`src/rtl/nibble_alu_pkg.sv`:
```
// Shared types for the pipelined nibble ALU: mode encoding and the S1 beat.
package nibble_alu_pkg;

  // Widest operand supported; S1 beats are stored at this width.
  localparam int unsigned MAX_WIDTH = 16;

  typedef enum logic [1:0] {
    MODE_ADD  = 2'b00,
    MODE_SUB  = 2'b01,
    MODE_ACC  = 2'b10,
    MODE_LOAD = 2'b11
  } alu_mode_e;

  typedef struct packed {
    logic [MAX_WIDTH-1:0] a;
    logic [MAX_WIDTH-1:0] b;
    alu_mode_e            mode;
  } s1_beat_t;

endpackage

```
`src/rtl/nibble_alu_core.sv`:
```
// Combinational ALU datapath: add, subtract, accumulate, load, optional clamp.
module nibble_alu_core
  import nibble_alu_pkg::*;
#(
  parameter int unsigned WIDTH  = 4,
  parameter int unsigned SAT_EN = 0
) (
  input  logic [WIDTH-1:0] a,
  input  logic [WIDTH-1:0] b,
  input  logic [WIDTH-1:0] acc,
  input  alu_mode_e        mode,
  output logic [WIDTH-1:0] r,
  output logic             carry,
  output logic             sat
);

  logic [WIDTH:0] w_sum;

  // Raw arithmetic at WIDTH+1 bits; the top bit is carry (ADD/ACC) or borrow (SUB).
  always_comb begin
    w_sum = '0;
    case (mode)
      MODE_ADD:  w_sum = {1'b0, a} + {1'b0, b};
      MODE_SUB:  w_sum = {1'b0, a} - {1'b0, b};
      MODE_ACC:  w_sum = {1'b0, acc} + {1'b0, a};
      MODE_LOAD: w_sum = {1'b0, b};
      default:   w_sum = '0;
    endcase
  end

  // Clamp on overflow when saturation is enabled; carry always reports the raw flag.
  always_comb begin
    r     = w_sum[WIDTH-1:0];
    carry = w_sum[WIDTH];
    sat   = 1'b0;
    if (SAT_EN != 0 && w_sum[WIDTH]) begin
      sat = 1'b1;
      r   = (mode == MODE_SUB) ? '0 : '1;
    end
  end

endmodule

```
`src/rtl/nibble_alu_pipe.sv`:
```
// Two-stage valid/ready ALU pipeline with accumulator and consumed-result counter.
module nibble_alu_pipe
  import nibble_alu_pkg::*;
#(
  parameter int unsigned WIDTH  = 4,
  parameter int unsigned SAT_EN = 0,
  parameter int unsigned CNT_W  = 8
) (
  input  logic             clk,
  input  logic             reset,
  input  logic             in_valid,
  output logic             in_ready,
  input  logic [WIDTH-1:0] op_a,
  input  logic [WIDTH-1:0] op_b,
  input  logic [1:0]       mode,
  output logic             out_valid,
  input  logic             out_ready,
  output logic [WIDTH-1:0] result,
  output logic             carry,
  output logic             sat,
  output logic [WIDTH-1:0] acc_value,
  output logic [CNT_W-1:0] txn_count
);

  s1_beat_t         r_s1;
  logic             r_s1_valid;
  logic             r_out_valid;
  logic [WIDTH-1:0] r_result;
  logic             r_carry;
  logic             r_sat;
  logic [WIDTH-1:0] r_acc;
  logic [CNT_W-1:0] r_txn;

  logic             w_s2_adv;
  logic             w_in_ready;
  logic             w_in_fire;
  logic             w_s2_load;
  logic             w_consume;
  logic [WIDTH-1:0] w_core_r;
  logic             w_core_carry;
  logic             w_core_sat;
  logic             w_unused_hi;

  assign w_s2_adv   = !r_out_valid | out_ready;
  assign w_in_ready = !r_s1_valid | w_s2_adv;
  assign w_in_fire  = in_valid & w_in_ready;
  assign w_s2_load  = r_s1_valid & w_s2_adv;
  assign w_consume  = r_out_valid & out_ready;

  // Beats are held at package width; bits above WIDTH are always zero.
  assign w_unused_hi = ^{r_s1.a, r_s1.b};

  nibble_alu_core #(
    .WIDTH (WIDTH),
    .SAT_EN(SAT_EN)
  ) u_core (
    .a    (r_s1.a[WIDTH-1:0]),
    .b    (r_s1.b[WIDTH-1:0]),
    .acc  (r_acc),
    .mode (r_s1.mode),
    .r    (w_core_r),
    .carry(w_core_carry),
    .sat  (w_core_sat)
  );

  // S1: capture operands on handshake; empties when its beat moves into S2.
  always_ff @(posedge clk or posedge reset) begin
    if (reset) begin
      r_s1_valid <= 1'b0;
      r_s1       <= '0;
    end else if (w_in_fire) begin
      r_s1_valid <= 1'b1;
      r_s1.a     <= MAX_WIDTH'(op_a);
      r_s1.b     <= MAX_WIDTH'(op_b);
      r_s1.mode  <= alu_mode_e'(mode);
    end else if (w_s2_load) begin
      r_s1_valid <= 1'b0;
    end
  end

  // S2 and accumulator: load on S1->S2 transfer, hold under backpressure.
  always_ff @(posedge clk or posedge reset) begin
    if (reset) begin
      r_out_valid <= 1'b0;
      r_result    <= '0;
      r_carry     <= 1'b0;
      r_sat       <= 1'b0;
      r_acc       <= '0;
    end else if (w_s2_load) begin
      r_out_valid <= 1'b1;
      r_result    <= w_core_r;
      r_carry     <= w_core_carry;
      r_sat       <= w_core_sat;
      if (r_s1.mode == MODE_ACC || r_s1.mode == MODE_LOAD) begin
        r_acc <= w_core_r;
      end
    end else if (out_ready) begin
      r_out_valid <= 1'b0;
    end
  end

  // Count consumed results, wrapping naturally.
  always_ff @(posedge clk or posedge reset) begin
    if (reset) begin
      r_txn <= '0;
    end else if (w_consume) begin
      r_txn <= r_txn + CNT_W'(1);
    end
  end

  assign in_ready  = w_in_ready;
  assign out_valid = r_out_valid;
  assign result    = r_result;
  assign carry     = r_carry;
  assign sat       = r_sat;
  assign acc_value = r_acc;
  assign txn_count = r_txn;

endmodule

```
`config.mk`:
```
export PLATFORM = sky130hd
export DESIGN_NAME = nibble_alu_pipe
export DESIGN_NICKNAME = d
export VERILOG_FILES = /design/src/rtl/nibble_alu_pkg.sv /design/src/rtl/nibble_alu_core.sv /design/src/rtl/nibble_alu_pipe.sv
export SDC_FILE = /design/constraint.sdc
export NUM_CORES = 1
export LEC_CHECK = 0
export BUFFER_PORTS_ARGS = -buffer_cell sky130_fd_sc_hd__buf_4
export CORE_MARGIN = 2
export CORE_UTILIZATION = 23
export DETAILED_ROUTE_END_ITERATION = 10
export PLACE_DENSITY = 0.43
export SLEW_MARGIN = 20
export SYNTH_ARGS = -nofsm -noshare
export SYNTH_HDL_FRONTEND = slang
export SYNTH_SLANG_ARGS = --single-unit
```
`constraint.sdc`:
```
create_clock -name clk -period 2.8 [get_ports clk]
set_input_delay 0.56 -clock clk [delete_from_list [all_inputs] [get_ports clk]]
set_output_delay 0.56 -clock clk [all_outputs]
set_load 0.02 [all_outputs]
```
Word-level counts from Yosys, hierarchy flattened

Index checks and enable logic that the tools add are counted.

Bits in read-only memories: 0
Memories: 0
Input port bits: 14
Register bits: 29
Bits in latches: 0
Bits in writable memories: 0

Shift-type cells: 0
Divide/modulo/power cells: 0
$lt $le $gt $ge: 0
Equal/unequal tests: 3
Bitwise logic cells: 5
Reduce and logical (&&, ||, !) cells: 7
Multipliers: 0
Mux-type cells: 5
$add $sub $neg: 4

Operators by type and width:

| cell                                                                   | count |
|---|---|
| 5-bit one-hot mux with 4 select lines                                  | 1 |
| 4-bit by 4-bit adder with 5-bit output                                 | 2 |
| 8-bit by 1-bit adder with 8-bit output (second input constant)         | 1 |
| 4-bit by 4-bit subtractor with 5-bit output                            | 1 |
| 2-bit equality test (second input constant)                            | 2 |
| 1-bit 2-to-1 mux                                                       | 4 |
| 2-bit nonzero test                                                     | 2 |
| 1-bit bitwise AND                                                      | 3 |
| 2-bit by 1-bit equality test with 1-bit output (second input constant) | 1 |
| 1-bit logical NOT                                                      | 2 |
| 2-bit logical NOT                                                      | 1 |
| 1-bit OR                                                               | 2 |
| 2-bit AND reduction                                                    | 1 |
| 1-bit logical OR                                                       | 1 |

Logic depth before layout (Yosys ltp)

Gate-level depths: netlist of the first run.

Word-level depth: 5
Gate-level depth with buffers: 11
Depth with buffers taken out: 10

Hierarchy

Synthesis of the first run repeated with hierarchy kept, for this count alone.

Cells, all modules: 127
Area total of the unflattened synthesis: 1562.7 um^2

By module, submodules not included:

| module          | sequential area each (um^2) | area each (um^2) | cells each | instances |
|---|---|---|---|---|
| nibble_alu_pipe | 750.7                       | 1192.4           | 77         | 1 |
| nibble_alu_core | 0.0                         | 370.4            | 50         | 1 |

Worst setup path after synthesis of the first run

OpenSTA, ideal clock, no wires.

Kind: reg2reg
Start: register r_s1[0] (netlist name)
End: register r_carry, in the netlist carry
Stages on the path, launching flop included: 12
Arrival time: 2.168 ns
Required time: 2.672 ns
Slack: 0.504 ns
Cells stage by stage: dfrtp_1 inv_1 ha_1 buf_2 o21ai_0 nand2_1 ha_1 fa_1 a21o_1 a21oi_1 xor2_1 o31ai_1

Word-level cells in the longest chain between the ends: 2

Ends and longest elaborated chain:

| element                                     | line                  | source |
|---|---|---|
| 2-bit equality test (tied with other cells) | nibble_alu_core.sv:22 | `case (mode)` |
| 5-bit one-hot mux with 4 select lines (*)   | nibble_alu_core.sv:22 |  |
| end signal, assigned                        | nibble_alu_pipe.sv:92 | `r_carry <= w_core_carry;` |
| end, declared                               | nibble_alu_pipe.sv:29 | `logic r_carry;` |

Every way passes the cells marked *; elsewhere a longest branch is shown, timed or not.
A chain may end at the register's enable or synchronous reset.

Worst setup path after layout of the first run

Start: register r_s1[0] (netlist name)
End: register r_carry, in the netlist carry

Word-level cells in the longest chain between the ends: 2

Ends and longest elaborated chain:

| element                                     | line |
|---|---|
| 2-bit equality test (tied with other cells) | nibble_alu_core.sv:22 |
| 5-bit one-hot mux with 4 select lines (*)   | nibble_alu_core.sv:22 |

Marked as above.

==> results of run 1 <==
## state kept, by name, indices dropped and copies added (netlist names)
name,flops
out_valid,1
result,4
r_s1_valid,1
acc_value,4
txn_count,8
r_s1,10
carry,1
## per-layer routing
metal | GRT usage [%] | routed length, um
met2 | 16.5 | 1530
met4 | 4.55 | 90
met1 | 12.5 | 1470
met5 | 0 | 0
met3 | 3.44 | 239
## cells in the final DEF (no fill, tap or decap), drive strengths merged
master / instances
o211ai: 1
ha: 10
o22ai: 2
buf: 33
a21oi: 12
mux2i: 2
and3: 4
mux2: 11
o31a: 1
o21ai: 7
o21bai: 1
nand2: 12
nand2b: 3
o31ai: 1
conb: 1
xnor2: 8
nor3: 1
fa: 1
a311oi: 1
a21o: 1
nor2: 2
a22oi: 1
nand3: 7
dfrtp: 29
clkbuf: 7
inv: 8
xor2: 1
nand3b: 2
a221oi: 1
nor2b: 1
## cell type report
cell class / instances / area (um^2) / area share (%)
timing repair buffer: 33 / 248 / 13.1
tap: 77 / 96.3 / 5.09
clock buffer: 7 / 86.3 / 4.56
sequential: 29 / 726 / 38.3
inverter: 8 / 30.0 / 1.59
multi-input combinational: 95 / 708 / 37.4
## stage by stage
step	utilization, %	power (W)	setup slack [ns]	cell area, um^2
after floorplan	-	0.00112	0.504	1480
after global placement	28.8	0.00141	0.405	1810
after detailed placement	28.8	0.00142	0.358	1810
after CTS	30.2	0.00178	0.342	1890
after global routing	30.2	0.00189	0.123	1890
final	30.2	0.00175	0.336	1890
## worst paths after layout
path	start	cells past startpoint	end	slack, ns
setup / recovery	r_s1[0]$_DFFE_PP0P_	10	carry$_DFFE_PP0P_	0.34
hold / removal	reset	3	acc_value[0]$_DFFE_PP0P_	0.36
setup reg to reg	r_s1[0]$_DFFE_PP0P_	10	carry$_DFFE_PP0P_	0.34
hold reg to reg	txn_count[7]$_DFFE_PP0P_	1	txn_count[7]$_DFFE_PP0P_	0.48
max in group asynchronous	reset	3	acc_value[1]$_DFFE_PP0P_	2.16
min in group clk	txn_count[7]$_DFFE_PP0P_	1	txn_count[7]$_DFFE_PP0P_	0.48
## logic make-up after synthesis
kind of cell	synth area share (%)
buffers and inverters	3.21
muxes	9.71
xor gates and xnor gates	5.32
other	0.253
and+or+nand+nor	10.8
DFF	49.0
adders and majority gates	9.80
AOI/OAI and AO/OA	11.9
## worst reg2reg max path, cell delays in order (launching register included)
cell                      delay, ns
sky130_fd_sc_hd__dfrtp_1       0.39
sky130_fd_sc_hd__inv_1         0.06
sky130_fd_sc_hd__ha_1          0.40
sky130_fd_sc_hd__o21ai_0       0.20
sky130_fd_sc_hd__nand2_1       0.08
sky130_fd_sc_hd__ha_1          0.21
sky130_fd_sc_hd__fa_1          0.41
sky130_fd_sc_hd__a21o_1        0.19
sky130_fd_sc_hd__a21oi_1       0.16
sky130_fd_sc_hd__xor2_1        0.16
sky130_fd_sc_hd__o31ai_1       0.07
## where the power goes
part / leakage (nW) / internal [W] / switching [W]
combinational: 0.496 / 0.000336 / 0.000386
clock: 0.0443 / 0.000195 / 0.000152
sequential: 0.349 / 0.000549 / 0.000133
total: 0.889 / 0.00108 / 0.000671
==> results.md, run 1 <==
* Number of placed instances, taps included at roughly 240
* Clock input transition at the sequential cells of the worst setup and hold paths at about 0.06 ns
* Unique cell type count in the Yosys netlist at 32
* Path class of the lowest-slack min-delay path: in -> async
* Number of nets with antenna violations after routing at 0
* Detailed-router iteration count before antenna repair at 4
* Max_cap viols at 0
* Global-route wire length before repair at ~5700 um
* Average via count per standard cell at roughly 4.6
* Number of global-route vias before repair at between 1,000 and 1,500
* Root buffer cell: sky130_fd_sc_hd__clkbuf_8
* Count of hold-fix buffers inserted at cts at 0
* Minimum clock period at ~2.5 ns
* Critical-path cell list: inv_1 -> ha_1 -> o21ai_0 -> nand2_1 -> ha_1 -> fa_1 -> a21o_1 -> a21oi_1 -> xor2_1 -> o31ai_1
* Grt total ovfl at 0
* Count of yosys warnings during synthesis at 0
* Final Setup Violations at 0
* Count of endpoints failing hold in the final timing report at 0
* Overall fraction of global-route tracks in use at between 10 and 15%
* Total clock buffers created by CTS at 5
* Worst hold margin at around 0.36 ns
* X dimension of the die at between 80 and 90 um
* Setup Fix Bufs, Post-CTS at 0
* Most used standard cells in the synthesized netlist: sky130_fd_sc_hd__dfrtp_1 (29), sky130_fd_sc_hd__a21oi_1 (12), sky130_fd_sc_hd__mux2_2 (11), sky130_fd_sc_hd__nand2_1 (11), sky130_fd_sc_hd__ha_1 (10)
* Vias at 1,138
* Most used flip-flop cell after synthesis: sky130_fd_sc_hd__dfrtp_1
* Setup TNS at 0 ns
* Most used cell, CP: sky130_fd_sc_hd__ha_1
* Core Area at around 0.0063 mm^2
* Post-synth top area share at just under 50%
* Initial core utilization at 23.6%
* Routed wire length at 3330 um
* Area growth syn-to-layout at 27.9%
* Endpoint type of the worst setup path: flop
* Critical path data arrival time at 2.61 ns
* Biggest cell delay along the critical path at about 0.41 ns
* DRC violations left at 0
* Pwr per Cell Area at ~920 mW/mm^2
* Launching element type of the critical path: flop
* CTS tree: done
* Buffer levels on the longest clock path at 2
* Max-slew violation total from the final report at 0
* Post-synthesis register bit count at 29
* Overall die height at 84.3 um
* Antenna diode count at 0
* Most used standard cell by instance count after synthesis: sky130_fd_sc_hd__dfrtp_1
* Highest net fanout along the worst path at 9
* Clk sink count at 29
* Worst setup path class: reg -> reg
* Leakage dissipation at roughly 0.89 nW
* Placement Rows at 29
* Setup Skew at between 0.006 and 0.007 ns
* Syn Inst Count at between 100 and 150
* Critical path buffer and inverter count at 1
* Number of enable-type register cells in the synthesized netlist at 0
* Area leader, netlist: sky130_fd_sc_hd__dfrtp_1
* Data required time of the critical path at 2.95 ns
* Max IR drop VDD at between 0.4 and 0.5 mV
* Avg WL per Cell at around 13 um
* Clock network latency to the later pin of the worst-skew pair at roughly 0.28 ns
* Top-level port count at 34
* Count of H-tree levels built during CTS at 2
* Final HPWL from detailed placement at 2620 um
* Max stage delay cell, worst path: sky130_fd_sc_hd__fa_1
* Proportion of synthesized flip-flops having asynchronous set or reset at 100%
* Max Clk Rate at around 400 MHz
* Number of antenna violations at the first check in global routing at 0
* Area contributors post-synth: sky130_fd_sc_hd__dfrtp_1 (49%), sky130_fd_sc_hd__ha_1 (8.4%), sky130_fd_sc_hd__mux2_2 (8.4%)
* RSZ-0062 raised after global routing: false
* IO Port Bufs at 32
* Filler cell count in the final layout at between 600 and 700
* DR iter-0 viols at 81
* Synthesized area per cell at 11.0 um^2
* Cell area after synthesis at 0.00148 mm^2
* Maximum number of pins on one net before global-route repair at 30
* Final weighted congestion in routability-driven placement at between 0.8 and 0.9
* Cell family with most CP delay: adder cells
* Share of the yosys chip area belonging to registers at about half
* Share of the clock period used by the worst path after layout at around 90%
* Die area at 0.00710 mm^2
* Post-route insts no fill at about 250
* Total Nets Final at 197
* Number of gates resized after CTS at 0
* Post-Syn Nets at 160
* Share of post-route cells with drive strength above 1 at a little under a third
* Status: complete, no violations
No activity file was read; power rests on OpenSTA's default activity.
==> run 2, diff against run 1 <==
--- a/config.mk
+++ b/config.mk
@@ -9,8 +9,9 @@
 export CORE_MARGIN = 2
 export CORE_UTILIZATION = 23
 export DETAILED_ROUTE_END_ITERATION = 10
+export MAX_ROUTING_LAYER = met4
 export PLACE_DENSITY = 0.43
-export SLEW_MARGIN = 20
+export SLEW_MARGIN = 5
 export SYNTH_ARGS = -nofsm -noshare
 export SYNTH_HDL_FRONTEND = slang
 export SYNTH_SLANG_ARGS = --single-unit
==> constraint.sdc (replaced) <==
create_clock -name clk -period 2.8 [get_ports clk]
set_input_delay 0.28 -clock clk [delete_from_list [all_inputs] [get_ports clk]]
set_output_delay 0.28 -clock clk [all_outputs]
set_load 0.02 [all_outputs]
==> run 2 against run 1 <==
Effect of this change: die area stayed put; setup slack gained 0.019 ns; clock skew fell by 0.0027 ns; sequential share of layout area down 0.30 points; via count is 1.8% higher; register-to-register slack better by 0.02 ns; cell count up 0.40%; sequential power about the same; first-iteration DRC count up 62%; utilization increased by 0.24 points; clock-buffer cell count did not move.
==> results.md, run 2 (synthesis gave the netlist of run 1 again) <==
* DR iter-0 viols at 131 (was 81)
* Initial core utilization at 23.6% (unchanged)
* Final weighted congestion in routability-driven placement at 0.812 (was 0.857)
* Vias at 1,158 (was 1,138)
* Placed inst area at 0.00181 mm^2 (unchanged)
* Area growth syn-to-layout at 28.9% (was 27.9%)
* Number of nets with antenna violations after routing at 0 (unchanged)
* Critical-path cell list: inv_1 -> ha_1 -> o21ai_0 -> nand2_1 -> ha_1 -> fa_1 -> a21o_1 -> a21oi_1 -> xor2_1 -> o31ai_1 (unchanged)
* Multi-input gate area at 708 um^2 (unchanged)
* Final instance area at 0.00191 mm^2 (was 0.00189 mm^2)
* Buffer levels on the longest clock path at 2 (unchanged)
* Clock network latency to the later pin of the worst-skew pair at 0.28 ns (about the same)
* Critical path buffer and inverter count at 1 (unchanged)
* Number of gates resized after CTS at 0 (unchanged)
* Count of hold-fix buffers inserted at cts at 0 (unchanged)
* Flip-flop count of the largest register after layout at 10 (unchanged)
* Filler cell count in the final layout at 645 (was 664)
* Routed wire length at 3370 um (was 3330 um)
* Maximum number of pins on one net before global-route repair at 30 (unchanged)
* Highest net fanout along the worst path at 9 (unchanged)
* Max-slew violation total from the final report at 0 (unchanged)
* Overall fraction of global-route tracks in use at 10.7% (was 10.2%)
* CTS tree: done (unchanged)
* Average via count per standard cell at 4.63 (was 4.57)
* Setup TNS at 0 ns (unchanged)
* Power, Total at 0.00179 W (was 0.00175 W)
* Max_cap viols at 0 (unchanged)
* Area taken by flip-flops and latches at 726 um^2 (unchanged)
* Number of antenna violations at the first check in global routing at 0 (unchanged)
* Worst setup path class: reg -> reg (unchanged)
* Global-route wire length before repair at 5780 um (was 5730 um)
* Data required time of the critical path at 2.95 ns (about the same)
* Core Area at 0.00628 mm^2 (unchanged)
* Die area at 0.00710 mm^2 (unchanged)
* Root buffer cell: sky130_fd_sc_hd__clkbuf_8 (unchanged)
* IO Port Bufs at 32 (unchanged)
* Critical path data arrival time at 2.60 ns (was 2.61 ns)
* Final Setup Violations at 0 (unchanged)
* Share of post-route cells with drive strength above 1 at 31.2% (was 30.2%)
* Detailed-router iteration count before antenna repair at 4 (unchanged)
* Largest reg by FF count: r_s1 (unchanged)
* Count of endpoints failing hold in the final timing report at 0 (unchanged)
* Share of the clock period used by the worst path after layout at 87.3% (was 88.0%)
* RSZ-0062 raised after global routing: false (unchanged)
* Worst path depth at 10 (unchanged)
* Most common library cell in the layout ignoring fill and taps: sky130_fd_sc_hd__buf_4 (unchanged)
* Total Nets Final at 197 (unchanged)
* Total clock buffers created by CTS at 5 (unchanged)
* Depth of the most critical reg-to-reg path at 10 (unchanged)
* Biggest cell delay along the critical path at 0.42 ns (was 0.41 ns)
* Max stage delay cell, worst path: sky130_fd_sc_hd__fa_1 (unchanged)
* Setup Skew at 0.00388 ns (was 0.00658 ns)
* Path class of the lowest-slack min-delay path: in -> async (unchanged)
* X dimension of the die at 84.3 um (unchanged)
* Setup Fix Bufs, Post-CTS at 0 (unchanged)
* Top-level port count at 34 (unchanged)
* Minimum clock period at 2.45 ns (was 2.46 ns)
* Post-route insts no fill at 250 (was 249)
* Leakage dissipation at 0.899 nW (was 0.889 nW)
* Count of H-tree levels built during CTS at 2 (unchanged)
* Max Clk Rate at 409 MHz (was 406 MHz)
* Most used cell, CP: sky130_fd_sc_hd__ha_1 (unchanged)
* Endpoint type of the worst setup path: flop (unchanged)
* Max IR drop VDD at 0.467 mV (was 0.471 mV)
* Overall die height at 84.3 um (unchanged)
* Antenna diode count at 0 (unchanged)
* Avg WL per Cell at 13.5 um (was 13.4 um)
* Cell family with most CP delay: adder cells (unchanged)
* Pwr per Cell Area at 937 mW/mm^2 (was 924 mW/mm^2)
* Number of global-route vias before repair at 1,181 (was 1,228)
* Launching element type of the critical path: flop (unchanged)
* Status: complete, no violations (unchanged)
* Clock input transition at the sequential cells of the worst setup and hold paths at 0.06 ns (about the same)
* Placement Rows at 29 (unchanged)
* DRC violations left at 0 (unchanged)
* Most frequent cells in the layout: sky130_fd_sc_hd__buf_4 (33), sky130_fd_sc_hd__dfrtp_1 (29), sky130_fd_sc_hd__a21oi_1 (12) (unchanged)
* Grt total ovfl at 0 (unchanged)
* Final HPWL from detailed placement at 2640 um (was 2620 um)
* Clk sink count at 29 (unchanged)
* Number of placed instances, taps included at 242 (unchanged)
-- run 2: cell count changes in the layout (fill, tap and decap cells not counted), sizes merged --
| cell | previous run | this run |
|---|---|---|
| clkinv | 0 | 1 |
-- run 2: final cells by class --
| cell class | count | area share [%] |
|---|---|---|
| clock buffers | 7 | 5.05 |
| inverters | 8 | 1.57 |
| clock inverters | 1 | 0.262 |
| well taps | 77 | 5.05 |
| multi-input cells | 95 | 37.1 |
| repair buffers | 33 | 13.0 |
| flip-flops and latches | 29 | 38.0 |
-- run 2: worst register-to-register path, delay by kind of cell (launching register included) --
family / cells / cell delay [ns]
buffers and inverters: 1 / 0.06
flip-flops: 1 / 0.39
AO/OA/AOI/OAI: 4 / 0.62
AND/OR/NAND/NOR: 1 / 0.07
adder cells (fa/ha/maj): 3 / 1.02
XOR/XNOR: 1 / 0.16
-- run 2: path summary, 6_finish.rpt --
kind / slack (ns) / end / start
worst max-delay path: 0.35 / carry$_DFFE_PP0P_ / r_s1[0]$_DFFE_PP0P_
worst min-delay path: 0.07 / r_s1[3]$_DFFE_PP0P_ / reset
worst max register to register: 0.35 / carry$_DFFE_PP0P_ / r_s1[0]$_DFFE_PP0P_
worst min register to register: 0.48 / result[1]$_DFFE_PP0P_ / result[1]$_DFFE_PP0P_
max in group asynchronous: 2.46 / result[1]$_DFFE_PP0P_ / reset
min in group clk: 0.21 / r_s1_valid$_DFFE_PP0P_ / in_valid
-- run 2: stage by stage --
step | hold slack, ns | util (%) | worst slack (ns)
after floorplan | 0.358 | - | 0.504
after global placement | 0.376 | 28.8 | 0.402
after detailed placement | 0.385 | 28.8 | 0.368
after CTS | 0.0804 | 30.4 | 0.354
after global routing | 0.107 | 30.4 | 0.174
final | 0.0694 | 30.4 | 0.354
-- run 2: per-layer routing --
metal | GRT usage (%) | vias to the layer above | share of wire, %
li1 | - | 543 | -
met1 | 13.3 | 567 | 43
met2 | 16.6 | 41 | 49
met3 | 3.54 | 7 | 6.7
met4 | 3.08 | 0 | 0.92
met5 | - | - | 0
-- run 2: power breakdown --
part | switching [W] | leakage [nW] | internal (W)
sequential | 0.000136 | 0.349 | 0.000549
clock | 0.000158 | 0.0542 | 0.000222
combinational | 0.000390 | 0.496 | 0.000335
==> run 3, diff against run 2 <==
--- a/config.mk
+++ b/config.mk
@@ -10,7 +10,7 @@
 export CORE_UTILIZATION = 23
 export DETAILED_ROUTE_END_ITERATION = 10
 export MAX_ROUTING_LAYER = met4
-export PLACE_DENSITY = 0.43
+export PLACE_DENSITY_LB_ADDON = 0.12
 export SLEW_MARGIN = 5
 export SYNTH_ARGS = -nofsm -noshare
 export SYNTH_HDL_FRONTEND = slang
==> run 3 against run 2 <==
Effect of this change: sequential share of layout area grew 0.30 points; via count shrank 0.78%; first-iteration DRC count shrank 67%; utilization shrank 0.24 points; clock power shrank 7.6%; critical endpoint unchanged.
==> results.md, run 3 (synthesis gave the netlist of run 1 again) <==
* Maximum number of pins on one net before global-route repair at 30 (unchanged)
* Setup Fix Bufs, Post-CTS at 0 (unchanged)
* Area growth syn-to-layout at 27.9% (was 28.9%)
* Most used cell, CP: sky130_fd_sc_hd__ha_1 (unchanged)
* Depth of the most critical reg-to-reg path at 10 (unchanged)
* Worst setup path startpoint: r_s1[0]$_DFFE_PP0P_ (unchanged)
* Top-level port count at 34 (unchanged)
* IO Port Bufs at 32 (unchanged)
* Detailed-router iteration count before antenna repair at 4 (unchanged)
* Routed wire length at 3370 um (about the same)
* Leakage dissipation at 0.889 nW (was 0.899 nW)
* Antenna diode count at 0 (unchanged)
* Buffer levels on the longest clock path at 2 (unchanged)
* Startpoint of the most critical register-to-register path: r_s1[0]$_DFFE_PP0P_ (unchanged)
* Max-slew violation total from the final report at 0 (unchanged)
* Highest net fanout along the worst path at 9 (unchanged)
* RSZ-0062 raised after global routing: false (unchanged)
* Global-route wire length before repair at 5760 um (was 5780 um)
* CTS tree: done (unchanged)
* Biggest cell delay along the critical path at 0.41 ns (was 0.42 ns)
* Root buffer cell: sky130_fd_sc_hd__clkbuf_8 (unchanged)
* Worst slack after detailed placement at 0.362 ns (was 0.368 ns)
* Pwr per Cell Area at 928 mW/mm^2 (was 937 mW/mm^2)
* Worst setup path class: reg -> reg (unchanged)
* Placed inst area at 0.00181 mm^2 (unchanged)
* DRC violations left at 0 (unchanged)
* Count of endpoints failing hold in the final timing report at 0 (unchanged)
* Launching element type of the critical path: flop (unchanged)
* Count of hold-fix buffers inserted at cts at 0 (unchanged)
* Post-route core utilization at 30.2% (was 30.4%)
* Overall fraction of global-route tracks in use at 10.6% (was 10.7%)
* Max stage delay cell, worst path: sky130_fd_sc_hd__fa_1 (unchanged)
* Status: complete, no violations (unchanged)
* Vias at 1,149 (was 1,158)
* Endpoint of the lowest-slack register-to-register path: carry$_DFFE_PP0P_ (unchanged)
* Register-to-register setup slack at 0.36 ns (was 0.35 ns)
* Final weighted congestion in routability-driven placement at 0.917 (was 0.812)
* Minimum clock period at 2.44 ns (was 2.45 ns)
* Number of placed instances, taps included at 242 (unchanged)
* Grt total ovfl at 0 (unchanged)
* Internal Pwr Total at 0.00108 W (was 0.00111 W)
* Path class of the lowest-slack min-delay path: in -> async (unchanged)
* Clock network latency to the later pin of the worst-skew pair at 0.28 ns (about the same)
* Cell family with most CP delay: adder cells (unchanged)
* Most common library cell in the layout ignoring fill and taps: sky130_fd_sc_hd__buf_4 (unchanged)
* Number of global-route vias before repair at 1,226 (was 1,181)
* Number of antenna violations at the first check in global routing at 0 (unchanged)
* Overall die height at 84.3 um (unchanged)
* Final Setup Violations at 0 (unchanged)
* Max IR drop VDD at 0.371 mV (was 0.467 mV)
* Post-route insts no fill at 249 (was 250)
* Relative contribution of the clock network to total power at 20.0% (was 21.2%)
* Clk sink count at 29 (unchanged)
* Net load switching power at 0.000677 W (was 0.000684 W)
* Die area at 0.00710 mm^2 (unchanged)
* Critical path data arrival time at 2.59 ns (was 2.60 ns)
* Sequential cell fraction of total power at 38.8% (was 38.3%)
* DR iter-0 viols at 43 (was 131)
* Total clock buffers created by CTS at 5 (unchanged)
* Endpoint type of the worst setup path: flop (unchanged)
* Share of the clock period used by the worst path after layout at 87.2% (was 87.3%)
* Setup TNS at 0 ns (unchanged)
* Core Area at 0.00628 mm^2 (unchanged)
* Avg WL per Cell at 13.5 um (about the same)
* Count of H-tree levels built during CTS at 2 (unchanged)
* Data required time of the critical path at 2.95 ns (about the same)
* Total Nets Final at 197 (unchanged)
* X dimension of the die at 84.3 um (unchanged)
* Final instance area at 0.00189 mm^2 (was 0.00191 mm^2)
* Share of post-route cells with drive strength above 1 at 30.2% (was 31.2%)
* Number of nets with antenna violations after routing at 0 (unchanged)
* Critical-path cell list: inv_1 -> ha_1 -> o21ai_0 -> nand2_1 -> ha_1 -> fa_1 -> a21o_1 -> a21oi_1 -> xor2_1 -> o31ai_1 (unchanged)
* Max Clk Rate at 409 MHz (about the same)
* Switching portion of total power at 38.5% (was 38.2%)
* Initial core utilization at 23.6% (unchanged)
* Final HPWL from detailed placement at 2610 um (was 2640 um)
* Setup Skew at 0.00610 ns (was 0.00388 ns)
* Placement Rows at 29 (unchanged)
* Largest reg by FF count: r_s1 (unchanged)
* Number of gates resized after CTS at 0 (unchanged)
* Flip-flop count of the largest register after layout at 10 (unchanged)
* Most frequent cells in the layout: sky130_fd_sc_hd__buf_4 (33), sky130_fd_sc_hd__dfrtp_1 (29), sky130_fd_sc_hd__a21oi_1 (12) (unchanged)
* Portion of total power attributed to combinational logic at 41.2% (was 40.5%)
* Clock input transition at the sequential cells of the worst setup and hold paths at 0.06 ns (about the same)
* Average via count per standard cell at 4.61 (was 4.63)
* Final worst setup slack at 0.357 ns (was 0.354 ns)
* Critical path buffer and inverter count at 1 (unchanged)
* Max_cap viols at 0 (unchanged)
==> run 3: layout make-up <==
cell class,count,area [um^2]
clock buffer,7,86.3
fill,667,4380
inverter,8,30.0
multi-input combinational,95,708
sequential,29,726
tap,77,96.3
timing repair buffer,33,248
==> run 3: worst max-delay path by stage <==
stage	slack, ns	to	cells past startpoint
after floorplan	0.50	carry$_DFFE_PP0P_	11
after global placement	0.42	carry$_DFFE_PP0P_	10
after detailed placement	0.36	carry$_DFFE_PP0P_	10
after CTS	0.35	carry$_DFFE_PP0P_	10
after global routing	0.14	carry$_DFFE_PP0P_	10
final	0.36	carry$_DFFE_PP0P_	10
==> run 3: through the flow <==
| stage | hold WS (ns) | total power [W] |
|---|---|---|
| finish | 0.0739 | 0.00176 |
| global route | 0.135 | 0.00190 |
| CTS | 0.0904 | 0.00178 |
| detailed placement | 0.392 | 0.00143 |
| global placement | 0.382 | 0.00140 |
| floorplan | 0.358 | 0.00112 |
==> run 3: metal layers <==
metal | up-vias | part of all wire, % | wire length, um | global-route usage (%)
li1 | 540 | - | - | -
met1 | 574 | 41 | 1400 | 11.5
met2 | 33 | 52 | 1740 | 18.1
met3 | 2 | 6.4 | 217 | 4.03
met4 | 0 | 0.47 | 16 | 2.64
met5 | - | 0 | 0 | -
==> run 3: tightest hold or removal path, cell delays in order <==
cell                    delay (ns)
sky130_fd_sc_hd__buf_4        0.10
sky130_fd_sc_hd__inv_1        0.04
sky130_fd_sc_hd__buf_4        0.34
==> run 3: power groups by stage <==
stage                     clock (W)  combinational (W)  sequential, W
final                      0.000351           0.000725       0.000682
after global routing       0.000386           0.000804       0.000707
after CTS                  0.000362           0.000738       0.000685
after detailed placement          0           0.000738       0.000689
after global placement            0           0.000720       0.000683
after floorplan                   0           0.000339       0.000785
